==> src/rtl/ap_fifo_frame_engine.sv <==
// ap_fifo_frame_engine: header + N payload frame parser with per-frame lane transform.
// Define AP_FRAME_CHECKSUM_EN to append a {bad_op, sum, cnt} trailer word per frame.
module ap_fifo_frame_engine #(
    parameter int DATA_W = 128,
    parameter int CNT_W  = 32,
    parameter int FCNT_W = 16
) (
    input  logic              ip_clk,
    input  logic              ip_rst,
    input  logic [DATA_W-1:0] in_r_dout,
    input  logic              in_r_empty_n,
    output logic              in_r_read,
    output logic [DATA_W-1:0] out_r_din,
    input  logic              out_r_full,
    output logic              out_r_write,
    output logic              busy,
    output logic [FCNT_W-1:0] frame_count
);

    localparam int LANES = DATA_W / 32;

    typedef enum logic [1:0] {HDR, PAY, TRL} state_t;

    state_t            state, state_nx;
    logic [CNT_W-1:0]  n_q, cnt, cnt_inc;
    logic [7:0]        op_q;
    logic [63:0]       opnd_q;
    logic [DATA_W-1:0] out_q, xf;
    logic [FCNT_W-1:0] fcnt;
    logic              out_valid, drain, space;
    logic              hdr_rd, pay_rd, pay_last, trl_done;

    assign drain    = out_valid & ~out_r_full;
    assign space    = ~out_valid | drain;
    assign cnt_inc  = cnt + CNT_W'(1);
    assign pay_last = (cnt_inc == n_q);

    // Next-state and input handshake; header reads ignore output space
    always_comb begin
        state_nx  = state;
        in_r_read = 1'b0;
        hdr_rd    = 1'b0;
        pay_rd    = 1'b0;
        trl_done  = 1'b0;
        case (state)
            HDR: begin
                in_r_read = in_r_empty_n & ~ip_rst;
                hdr_rd    = in_r_read;
                if (hdr_rd)
                    state_nx = (in_r_dout[CNT_W-1:0] != '0) ? PAY : TRL;
            end
            PAY: begin
                in_r_read = in_r_empty_n & space;
                pay_rd    = in_r_read;
                if (pay_rd && pay_last)
                    state_nx = HDR == HDR ? TRL : TRL;
            end
            TRL: begin
`ifdef AP_FRAME_CHECKSUM_EN
                trl_done = space;
`else
                trl_done = 1'b1;
`endif
                if (trl_done)
                    state_nx = HDR;
            end
            default: state_nx = HDR;
        endcase
    end

    // Per-frame lane transform of the current input word
    always_comb begin
        xf = in_r_dout;
        case (op_q)
            8'd1: begin
                for (int i = 0; i < LANES; i++)
                    xf[32*i +: 32] = in_r_dout[32*i +: 32]
                                   ^ opnd_q[32*(i%2) +: 32];
            end
            8'd2: begin
                for (int i = 0; i < LANES; i++)
                    xf[32*i +: 32] = in_r_dout[32*i +: 32] + opnd_q[31:0];
            end
            8'd3: begin
                for (int b = 0; b < DATA_W/8; b++)
                    xf[8*b +: 8] = in_r_dout[DATA_W-8-8*b +: 8];
            end
            default: xf = in_r_dout;
        endcase
    end

    // FSM state register
    always_ff @(posedge ip_clk or posedge ip_rst) begin
        if (ip_rst)
            state <= HDR;
        else
            state <= state_nx;
    end

    // Header fields and payload word counter
    always_ff @(posedge ip_clk or posedge ip_rst) begin
        if (ip_rst) begin
            n_q    <= '0;
            op_q   <= '0;
            opnd_q <= '0;
            cnt    <= '0;
        end else if (hdr_rd) begin
            n_q    <= in_r_dout[CNT_W-1:0];
            op_q   <= in_r_dout[39:32];
            opnd_q <= in_r_dout[127:64];
            cnt    <= '0;
        end else if (pay_rd) begin
            cnt <= cnt_inc;
        end
    end

`ifdef AP_FRAME_CHECKSUM_EN
    logic [31:0]       sum, lsum;
    logic              bad_op, trl_load;
    logic [DATA_W-1:0] trl_word;

    assign trl_load = trl_done;

    // Lane sum of the transformed word and trailer assembly
    always_comb begin
        lsum = '0;
        for (int i = 0; i < LANES; i++)
            lsum = lsum + xf[32*i +: 32];
        trl_word        = '0;
        trl_word[31:0]  = 32'(cnt);
        trl_word[63:32] = sum;
        trl_word[64]    = bad_op;
    end

    // Running checksum and unknown-opcode flag
    always_ff @(posedge ip_clk or posedge ip_rst) begin
        if (ip_rst) begin
            sum    <= '0;
            bad_op <= 1'b0;
        end else if (hdr_rd) begin
            sum    <= '0;
            bad_op <= (in_r_dout[39:32] > 8'd3);
        end else if (pay_rd) begin
            sum <= sum + lsum;
        end
    end
`endif

    // Output register: a load may replace a word draining this cycle
    always_ff @(posedge ip_clk or posedge ip_rst) begin
        if (ip_rst) begin
            out_q     <= '0;
            out_valid <= 1'b0;
        end else if (pay_rd) begin
            out_q     <= xf;
            out_valid <= 1'b1;
`ifdef AP_FRAME_CHECKSUM_EN
        end else if (trl_load) begin
            out_q     <= trl_word;
            out_valid <= 1'b1;
`endif
        end else if (drain) begin
            out_valid <= 1'b0;
        end
    end

    // Completed-frame counter, wraps naturally
    always_ff @(posedge ip_clk or posedge ip_rst) begin
        if (ip_rst)
            fcnt <= '0;
        else if (trl_done)
            fcnt <= fcnt + FCNT_W'(1);
    end

    assign out_r_din   = out_q;
    assign out_r_write = drain;
    assign busy        = (state != HDR);
    assign frame_count = fcnt;

endmodule

==> config.mk <==
export PLATFORM = sky130hd
export DESIGN_NAME = ap_fifo_frame_engine
export DESIGN_NICKNAME = d
export VERILOG_FILES = /design/src/rtl/ap_fifo_frame_engine.sv
export SDC_FILE = /design/constraint.sdc
export NUM_CORES = 1
export LEC_CHECK = 0
export ABC_AREA = 1
export CAP_MARGIN = 20
export CORE_AREA = 2 2 284 286
export CTS_BUF_LIST = sky130_fd_sc_hd__clkbuf_4 sky130_fd_sc_hd__clkbuf_8
export DETAILED_ROUTE_END_ITERATION = 16
export DIE_AREA = 0 0 286 288
export PLACE_DENSITY = 0.54
export SETUP_SLACK_MARGIN = 0.4
export SLEW_MARGIN = 25
export SYNTH_ARGS = -nofsm -noshare
export SYNTH_HDL_FRONTEND = slang
export SYNTH_SLANG_ARGS = --single-unit
==> constraint.sdc <==
create_clock -name ip_clk -period 13.68 [get_ports ip_clk]
set_input_delay 2.736 -clock ip_clk [delete_from_list [all_inputs] [get_ports ip_clk]]
set_output_delay 2.736 -clock ip_clk [all_outputs]
set_load 0.005 [all_outputs]
**Yosys cells after proc, flatten, opt, wreduce, memory -nomap -nowiden**

Cells that the tools add are included.

- Register bits after elaboration: 283
- Bits in latches: 0
- Memory bits (writable): 0
- ROM bits: 0
- Bits of input ports: 132
- Output and inout port bits: 147
- Logic and storage cells: 53
- Memories: 0

- Add/sub/neg operators: 6
- $mul: 0
- Divide/modulo/power cells: 0
- Order comparisons: 0
- Equal/unequal tests: 8
- Shifts and indexed selects: 0
- Muxes and demuxes: 13
- Bitwise logic cells: 11
- Reduce and logical (&&, ||, !) cells: 7

Operators by type and width:

| operator | count |
|---|---|
| 128-bit one-hot mux with 3 select lines | 1 |
| 32-bit adder | 4 |
| 32-bit bitwise XOR | 4 |
| 32-bit 2-to-1 mux | 2 |
| 32-bit by 1-bit adder with 32-bit output, second input constant | 1 |
| 32-bit == test | 1 |
| 32-bit nonzero test | 1 |
| 16-bit by 1-bit adder with 16-bit output, second input constant | 1 |
| 8-bit by 2-bit == test with 1-bit output, second input constant | 2 |
| 8-bit by 1-bit == test with 1-bit output, second input constant | 1 |
| 2-bit 2-to-1 mux | 3 |
| 2-bit nonzero test | 3 |
| 1-bit 2-to-1 mux | 5 |
| 2-bit inequality test, second input constant | 2 |
| 2-bit one-hot mux with 2 select lines | 1 |
| 1-bit bitwise AND | 3 |
| 1-bit NOT | 3 |
| 2-bit by 1-bit == test with 1-bit output, second input constant | 1 |
| 2-bit == test, second input constant | 1 |
| 2-bit zero test | 1 |
| 1-bit one-hot mux with 2 select lines | 1 |
| 2-bit AND reduction | 1 |
| 1-bit logical AND | 1 |
| 1-bit bitwise OR | 1 |

**Logic depth before layout (Yosys ltp)**

Gate-level depths: netlist of run 1.

- Depth after elaboration: 7
- Mapped depth: 17

**Least setup slack after synthesis of run 1**

OpenSTA, ideal clock, no wires.

- Kind: input -> output
- Start point: input port in_r_empty_n
- End point: output port in_r_read
- Arrival time: 3,491 ps
- Required time: 10,944 ps
- Slack: 7,453 ps
- Stages on the path: 5
- Path through: inv_1 -> a21oi_1 -> nand2_1 -> nand2_1 -> buf_1

- Longest elaborated chain between the ends: 2
- Elaborated cells on any way between the ends: 3
- Those cells by class: mux: 1; bitwise: 2

RTL lines:

| item | line | RTL |
|---|---|---|
| start: declaration | 11 | `input logic in_r_empty_n,` |
| 1-bit bitwise AND (on tied branches) | 53, 47 |  |
| 1-bit one-hot mux with 2 select lines * | 45 | `case (state)` |
| end: declaration | 12 | `output logic in_r_read,` |

Mark *: on every way between the ends. The rest lies on a longest branch, timed or not.

**Final worst setup path of run 1**

- Start point: input port out_r_full
- End point: output port in_r_read

- Longest elaborated chain between the ends: 5

RTL lines:

| item | line | RTL |
|---|---|---|
| start: declaration | 14 | `input logic out_r_full,` |
| 1-bit NOT | 33 | `assign drain = out_valid & ~out_r_full;` |
| 1-bit bitwise AND | 33 |  |
| 1-bit bitwise OR | 34 | `assign space = ~out_valid \| drain;` |
| 1-bit bitwise AND | 53 | `in_r_read = in_r_empty_n & space;` |
| 1-bit one-hot mux with 2 select lines | 45 |  |

Every way passes these cells.

==> summary.md, run 1 <==
| Metric | Value |
|---|---|
| Number of port buffers | `278` |
| Final wirelength | `116,400 um` |
| Count of hold-fix buffers inserted at cts | `0` |
| # Post-CTS Setup Buffers | `0` |
| Length in cells of the worst reg-to-reg path | `10` |
| Mean area per synthesized cell | `6.442 sq um` |
| Yosys warnings | `0` |
| Overall overflow remaining after global route | `0` |
| Most common cell after layout, fill and taps aside | `nand2_1` |
| Finished layout cell area | `28,640 sq um` |
| Distinct cell type count after synthesis | `49` |
| Number of iterations in the first detailed-routing pass | `6` |
| Number of vias after detailed routing | `26,197` |
| Share of layout cells above drive strength 1 | `4.626%` |
| Number of nets in the synthesized netlist | `3,921` |
| Shortest period the worst path allows | `7408 ps` |
| Leak Pwr | `13.45 nW` |
| CTS-repair resized insts | `0` |
| Number of routed nets with antenna violations | `0` |
| Max frequency | `135.0 MHz` |
| Path class of the lowest-slack min-delay path | `flop to flop` |
| Wire length of the first global-routing pass | `168,000 um` |
| Clock tree sinks | `283` |
| Final Slew Violations | `0` |
| Clock tree from TritonCTS | `yes` |
| Die Ht | `288 um` |
| Crit share post-route | `54.15%` |
| Area grow syn2layout | `21.48%` |
| Worst R2R Setup Slack | `9620 ps` |
| Worst R2R End | `out_r_din[57]` |
| Total core area | `79,640 sq um` |
| Wire length per cell after detailed routing | `23.27 um` |
| Area taken by flip-flops and latches | `7082 sq um` |
| Top library cells by usage in the layout, fill and taps aside | `1,212 x nand2_1, 377 x inv_1, 310 x o21ai_0, 308 x nor2_1, 283 x dfrtp_1` |
| Total power draw | `6.162 mW` |
| Predominant post-synthesis flop cell | `dfrtp_1` |
| Largest buffer count on any clock path | `3` |
| Startpoint of the worst-slack reg-to-reg timing path | `op_q[7]` |
| Post-synthesis cell area | `23,570 sq um` |
| Clk_skew | `69.18 ps` |
| Rows | `104` |
| Critical path fanouts, max | `54` |
| Final hold vios | `0` |
| Transition time at the pin with the least slew margin | `1020 ps` |
| Count of state elements after synthesis | `283` |
| Clock insertion delay at the later pin of the skew report | `720 ps` |
| Setup tns final | `0 ps` |
| Source of the worst hold timing path | `out_r_din[18]` |
| P per Cell Area | `215.2 nW/um^2` |
| Starting utilization of the core area | `29.60%` |
| HPWL reported at the end of detailed placement | `90,410 um` |
| Required time of the critical path | `10,940 ps` |
| Via-per-instance ratio | `5.238` |
| Async set-reset flop share out of synthesis | `100.0%` |
| Number of antenna violations at the first check in global routing | `5` |
| Count of mapped cells out of synthesis | `3,659` |
| CTS root buffer | `clkbuf_8` |
| Type of destination of the critical path | `output port` |
| Number of clock buffers inserted by TritonCTS | `57` |
| Number of H-tree branching levels | `2` |
| Number of enable-type register cells in the synthesized netlist | `0` |
| Iter 0 DRT Violations | `2,484` |
| Placed cell area | `27,390 sq um` |
| Top-level port count | `279` |
| Worst relative slew slack | `32.00%` |
| Count of max-cap constraint violations | `0` |
| WP data arrival | `4670 ps` |
| Crit path kind | `primary input to output port` |
| Startpoint Class | `primary input` |
| Peak supply drop | `0.1005 mV` |
| Gp weighted congestion | `0.9897` |
| Multi-input combinational cell area | `14,580 sq um` |
| Chip Width | `286 um` |
| Unrepaired setup endpoints after global routing | `false` |
| Count of final setup violators | `0` |
| Hold EP | `out_r_din[18]` |
| Global-route total usage across every layer | `27.63%` |
| Final Net Count | `4,159` |
| Number of global-route vias before repair | `25,009` |
| Clock-pin slew on the worst setup and hold paths | `50 ps` |
| Pin count of the biggest net entering global routing | `126` |
| Hold Crit Depth | `2` |
| Die outline area | `82,370 sq um` |
| Filler instances | `8,690` |
| Status | `finished, final reports clean` |
| DRC errors left | `0` |
| Register area share after synthesis | `30.04%` |
cell usage after synthesis (5+ instances only):
library cell  instances  area (sq um)
inv_1               380          1426
xor2_1               17         148.9
nand3_1             251          1256
a211oi_1              9         67.56
clkbuf_1             78         292.8
o21bai_1             12         90.09
a21boi_0              5         37.54
a21oi_1             213          1066
nand4_1              15         93.84
nand3b_1             39         292.8
nand2_1            1214          4557
o21ai_1              15         75.07
buf_1                 8         30.03
o221ai_1              9         78.83
a221oi_1             35         306.5
dfrtp_1             283          7082
o2111ai_1            10         87.58
buf_2                30         150.1
o21a_1               11         82.58
xnor2_1              41         359.1
o22ai_1              39         244.0
nor2_1              308          1156
a31oi_1              33         206.5
nor2_4                6         67.56
nor4_1               14         87.58
nor3_1               27         135.1
ha_1                126          1577
or2_2                38         237.7
o21ai_0             310          1551
a21o_1               14         105.1
o211ai_1             29         217.7
kinds of logic after synthesis:
| kind of cell | synth area share [%] |
|---|---|
| buf+inv | 8.217 |
| xor+xnor | 2.442 |
| simple gates | 34.35 |
| flops | 30.04 |
| compound gates | 17.92 |
| fa+ha+maj | 7.028 |
cell type report:
class	instances	share of cell area [%]
clock inverters	11	0.6117
inverters	386	5.108
well taps	1060	4.632
multi-input cells	2872	50.90
diodes	7	0.06117
repair buffers	297	10.26
flip-flops and latches	283	24.73
clock buffers	85	3.692
routing by layer:
metal | part of all wire [%] | vias up | global-route usage, %
li1 | - | 12618 | -
met1 | 43 | 12486 | 36.43
met2 | 46 | 912 | 45.24
met3 | 6.3 | 175 | 3.510
met4 | 4.8 | 6 | 12.17
met5 | 0.029 | - | 0
worst max-delay path by stage:
stage                 start        end  slack (ps)  cells after the start
2_1_floorplan        ip_rst     cnt[0]        3140                      1
3_3_place_gp   in_r_empty_n  in_r_read        6210                      6
3_5_place_dp   in_r_empty_n  in_r_read        6200                      6
4_1_cts          out_r_full  in_r_read        6200                      5
5_1_grt        in_r_empty_n  in_r_read        6130                      6
6_report         out_r_full  in_r_read        6270                      5
per-stage QoR:
step / worst slack, ps / hold slack [ps] / std cells / util (%)
final: 6272 / 478.0 / 5001 / 35.96
after global routing: 6127 / 490.4 / 4996 / 35.94
after CTS: 6196 / 479.8 / 4994 / 35.94
after detailed placement: 6198 / 464.3 / 4898 / 34.39
after global placement: 6212 / 457.1 / 4898 / 34.39
after floorplan: 3137 / 445.5 / 3659 / -
power breakdown:
part           leakage (nW)  switching (mW)  internal [mW]
Sequential             3.57           0.535           1.20
Clock                 0.645           0.426          0.566
Combinational          9.23            2.13           1.31
sequential cells by signal, indices dropped and copies added, names as in the netlist:
name,flops
out_r_din,128
state,2
cnt,32
opnd_q,64
out_valid,1
n_q,32
op_q,8
frame_count,16
critical path, cell delays in order:
cell             delay (ps)
clkdlybuf4s50_1         450
a21oi_1                 320
nand2_4                 410
nand2_1                 220
clkdlybuf4s50_1         520
(Power assumes the default switching activity.)
==> run 2: changes to the inputs <==
--- a/config.mk
+++ b/config.mk
@@ -11,7 +11,7 @@
 export CTS_BUF_LIST = sky130_fd_sc_hd__clkbuf_4 sky130_fd_sc_hd__clkbuf_8
 export DETAILED_ROUTE_END_ITERATION = 16
 export DIE_AREA = 0 0 286 288
-export PLACE_DENSITY = 0.54
+export PLACE_DENSITY = 0.56
 export SETUP_SLACK_MARGIN = 0.4
 export SLEW_MARGIN = 25
 export SYNTH_ARGS = -nofsm -noshare
==> constraint.sdc (replaced) <==
create_clock -name ip_clk -period 6.5 [get_ports ip_clk]
set_input_delay 1.3 -clock ip_clk [delete_from_list [all_inputs] [get_ports ip_clk]]
set_output_delay 1.3 -clock ip_clk [all_outputs]
set_load 0.005 [all_outputs]
==> summary.md, run 2 (same netlist as run 1, synthesis figures left out) <==
| Metric | Value |
|---|---|
| Number of clock buffers inserted by TritonCTS | `57` |
| Total core area | `79,640 sq um` |
| CTS root buffer | `clkbuf_8` |
| Crit share post-route | `69.11%` |
| Number of H-tree branching levels | `2` |
| Flip-flop count of the largest register, all copies and words added | `128` |
| Most common cell after layout, fill and taps aside | `nand2_1` |
| Area grow syn2layout | `21.83%` |
| Total internal power | `6.466 mW` |
| Transition time at the pin with the least slew margin | `1044 ps` |
| Clock insertion delay at the later pin of the skew report | `700 ps` |
| Pin count of the biggest net entering global routing | `116` |
| Share of layout cells above drive strength 1 | `4.892%` |
| Iter 0 DRT Violations | `2,512` |
| Final worst slack | `2008 ps` |
| Shortest period the worst path allows | `4492 ps` |
| Proportion of power drawn by the clock network | `16.2%` |
| Number of antenna violations at the first check in global routing | `7` |
| Count of hold-fix buffers inserted at cts | `0` |
| Unrepaired setup endpoints after global routing | `false` |
| Worst R2R Setup Slack | `2750 ps` |
| Hold Crit Depth | `2` |
| Placed cells | `4,903` |
| Length in cells of the worst reg-to-reg path | `11` |
| Combinational share of power | `55.2%` |
| Via-per-instance ratio | `5.292` |
| Chip Width | `286 um` |
| Startpoint of the worst-slack reg-to-reg timing path | `op_q[7]` |
| Wire length of the first global-routing pass | `167,300 um` |
| Finished layout cell area | `28,720 sq um` |
| Number of vias after detailed routing | `26,503` |
| Rows | `104` |
| # Post-CTS Setup Buffers | `0` |
| Total power draw | `13.01 mW` |
| Number of global-route vias before repair | `25,114` |
| Critical path fanouts, max | `42` |
| Overall overflow remaining after global route | `0` |
| Final wirelength | `114,700 um` |
| Starting utilization of the core area | `29.60%` |
| Setup tns final | `0 ps` |
| Top library cells by usage in the layout, fill and taps aside | `1,212 x nand2_1, 377 x inv_1, 310 x o21ai_0, 308 x nor2_1, 283 x dfrtp_1` |
| Die Ht | `288 um` |
| Leak Pwr | `13.51 nW` |
| Peak supply drop | `0.1712 mV` |
| HPWL reported at the end of detailed placement | `88,540 um` |
| Startpoint Class | `primary input` |
| P per Cell Area | `453.2 nW/um^2` |
| Clock tree from TritonCTS | `yes` |
| Sequential cell fraction of total power | `28.6%` |
| Pre-CTS worst setup slack | `1746 ps` |
| Gp weighted congestion | `0.9926` |
| Hold EP | `out_r_din[31]` |
| Clk_skew | `38.53 ps` |
| Source of the worst hold timing path | `out_r_din[31]` |
| Status | `finished, final reports clean` |
| Wire length per cell after detailed routing | `22.90 um` |
| Clock tree sinks | `283` |
| Type of destination of the critical path | `output port` |
| Largest buffer count on any clock path | `3` |
| DRC errors left | `0` |
| Final hold vios | `0` |
| Count of max-cap constraint violations | `0` |
| Number of port buffers | `278` |
| Number of routed nets with antenna violations | `0` |
| Number of cells in the finished layout apart from fillers | `5,008` |
| Final Net Count | `4,164` |
| Worst R2R End | `out_r_din[93]` |
| Top-level port count | `279` |
| WP data arrival | `3190 ps` |
| Net switching power | `6.548 mW` |
| CTS-repair resized insts | `0` |
| Number of iterations in the first detailed-routing pass | `6` |
| Clock-pin slew on the worst setup and hold paths | `50 ps` |
| Path class of the lowest-slack min-delay path | `flop to flop` |
| Required time of the critical path | `5200 ps` |
| Max frequency | `222.6 MHz` |
| Die outline area | `82,370 sq um` |
| Placed cell area | `27,440 sq um` |
| Final Slew Violations | `0` |
| Count of final setup violators | `0` |
| Crit path kind | `primary input to output port` |
| Switching part of the total power | `50.32%` |
| Worst relative slew slack | `30.39%` |
| Global-route total usage across every layer | `27.30%` |
run 2: cell types whose count changed in the layout (fill, tap and decap cells not counted):
| cell | change |
|---|---|
| inv_12 | -1 |
| clkinv_2 | +6 |
| clkbuf_8 | +9 |
| diode_2 | -4 |
| clkinv_4 | +1 |
| buf_4 | +3 |
| inv_8 | -1 |
| buf_12 | +2 |
| bufinv_16 | -2 |
| clkbuf_4 | -6 |
run 2: through the flow:
stage,hold WS [ps],util [%]
3_3_place_gp,460.1,34.46
4_1_cts,479.6,36.05
3_5_place_dp,464.2,34.46
2_1_floorplan,445.5,-
6_report,475.6,36.06
5_1_grt,494.0,36.06
run 2: worst max-delay path by stage:
stage                              from             end  slack (ps)  cells past startpoint
after global placement    in_r_dout[96]  out_r_din[126]        1780                     16
after CTS                  in_r_empty_n       in_r_read        1970                      6
after floorplan                  ip_rst          cnt[0]        1450                      1
after global routing       in_r_empty_n       in_r_read        1890                      6
final                      in_r_empty_n       in_r_read        2010                      6
after detailed placement  in_r_dout[96]  out_r_din[126]        1750                     16
run 2: layout make-up:
type / instances / area [sq um]
antenna: 3 / 7.507
clock buffer: 88 / 1136
clock inverter: 14 / 130.1
fill: 8657 / 50920
inverter: 386 / 1459
multi-input combinational: 2872 / 14580
sequential: 283 / 7082
tap: 1060 / 1326
timing repair buffer: 302 / 3000
run 2: routing by layer:
metal  up-vias  track usage, %  wire length, um
met1     12534           35.53            47800
met4         8           11.83             5294
met2      1131           44.78            52620
met3       202           4.255             8897
li1      12628               -                -
met5         -               0               46
run 2: power groups by stage:
stage | Clock, mW | Combinational (mW) | Sequential [mW]
4_1_cts | 2.15 | 7.11 | 3.67
2_1_floorplan | 0 | 4.51 | 3.09
3_3_place_gp | 0 | 7.06 | 3.69
6_report | 2.11 | 7.19 | 3.72
5_1_grt | 2.22 | 8.01 | 3.76
3_5_place_dp | 0 | 7.07 | 3.68
run 2: critical path, cell delays in order:
cell	delay (ps)
clkdlybuf4s50_1	450
inv_1	50
a21oi_1	280
nand2_4	380
nand2_1	200
clkdlybuf4s50_1	530
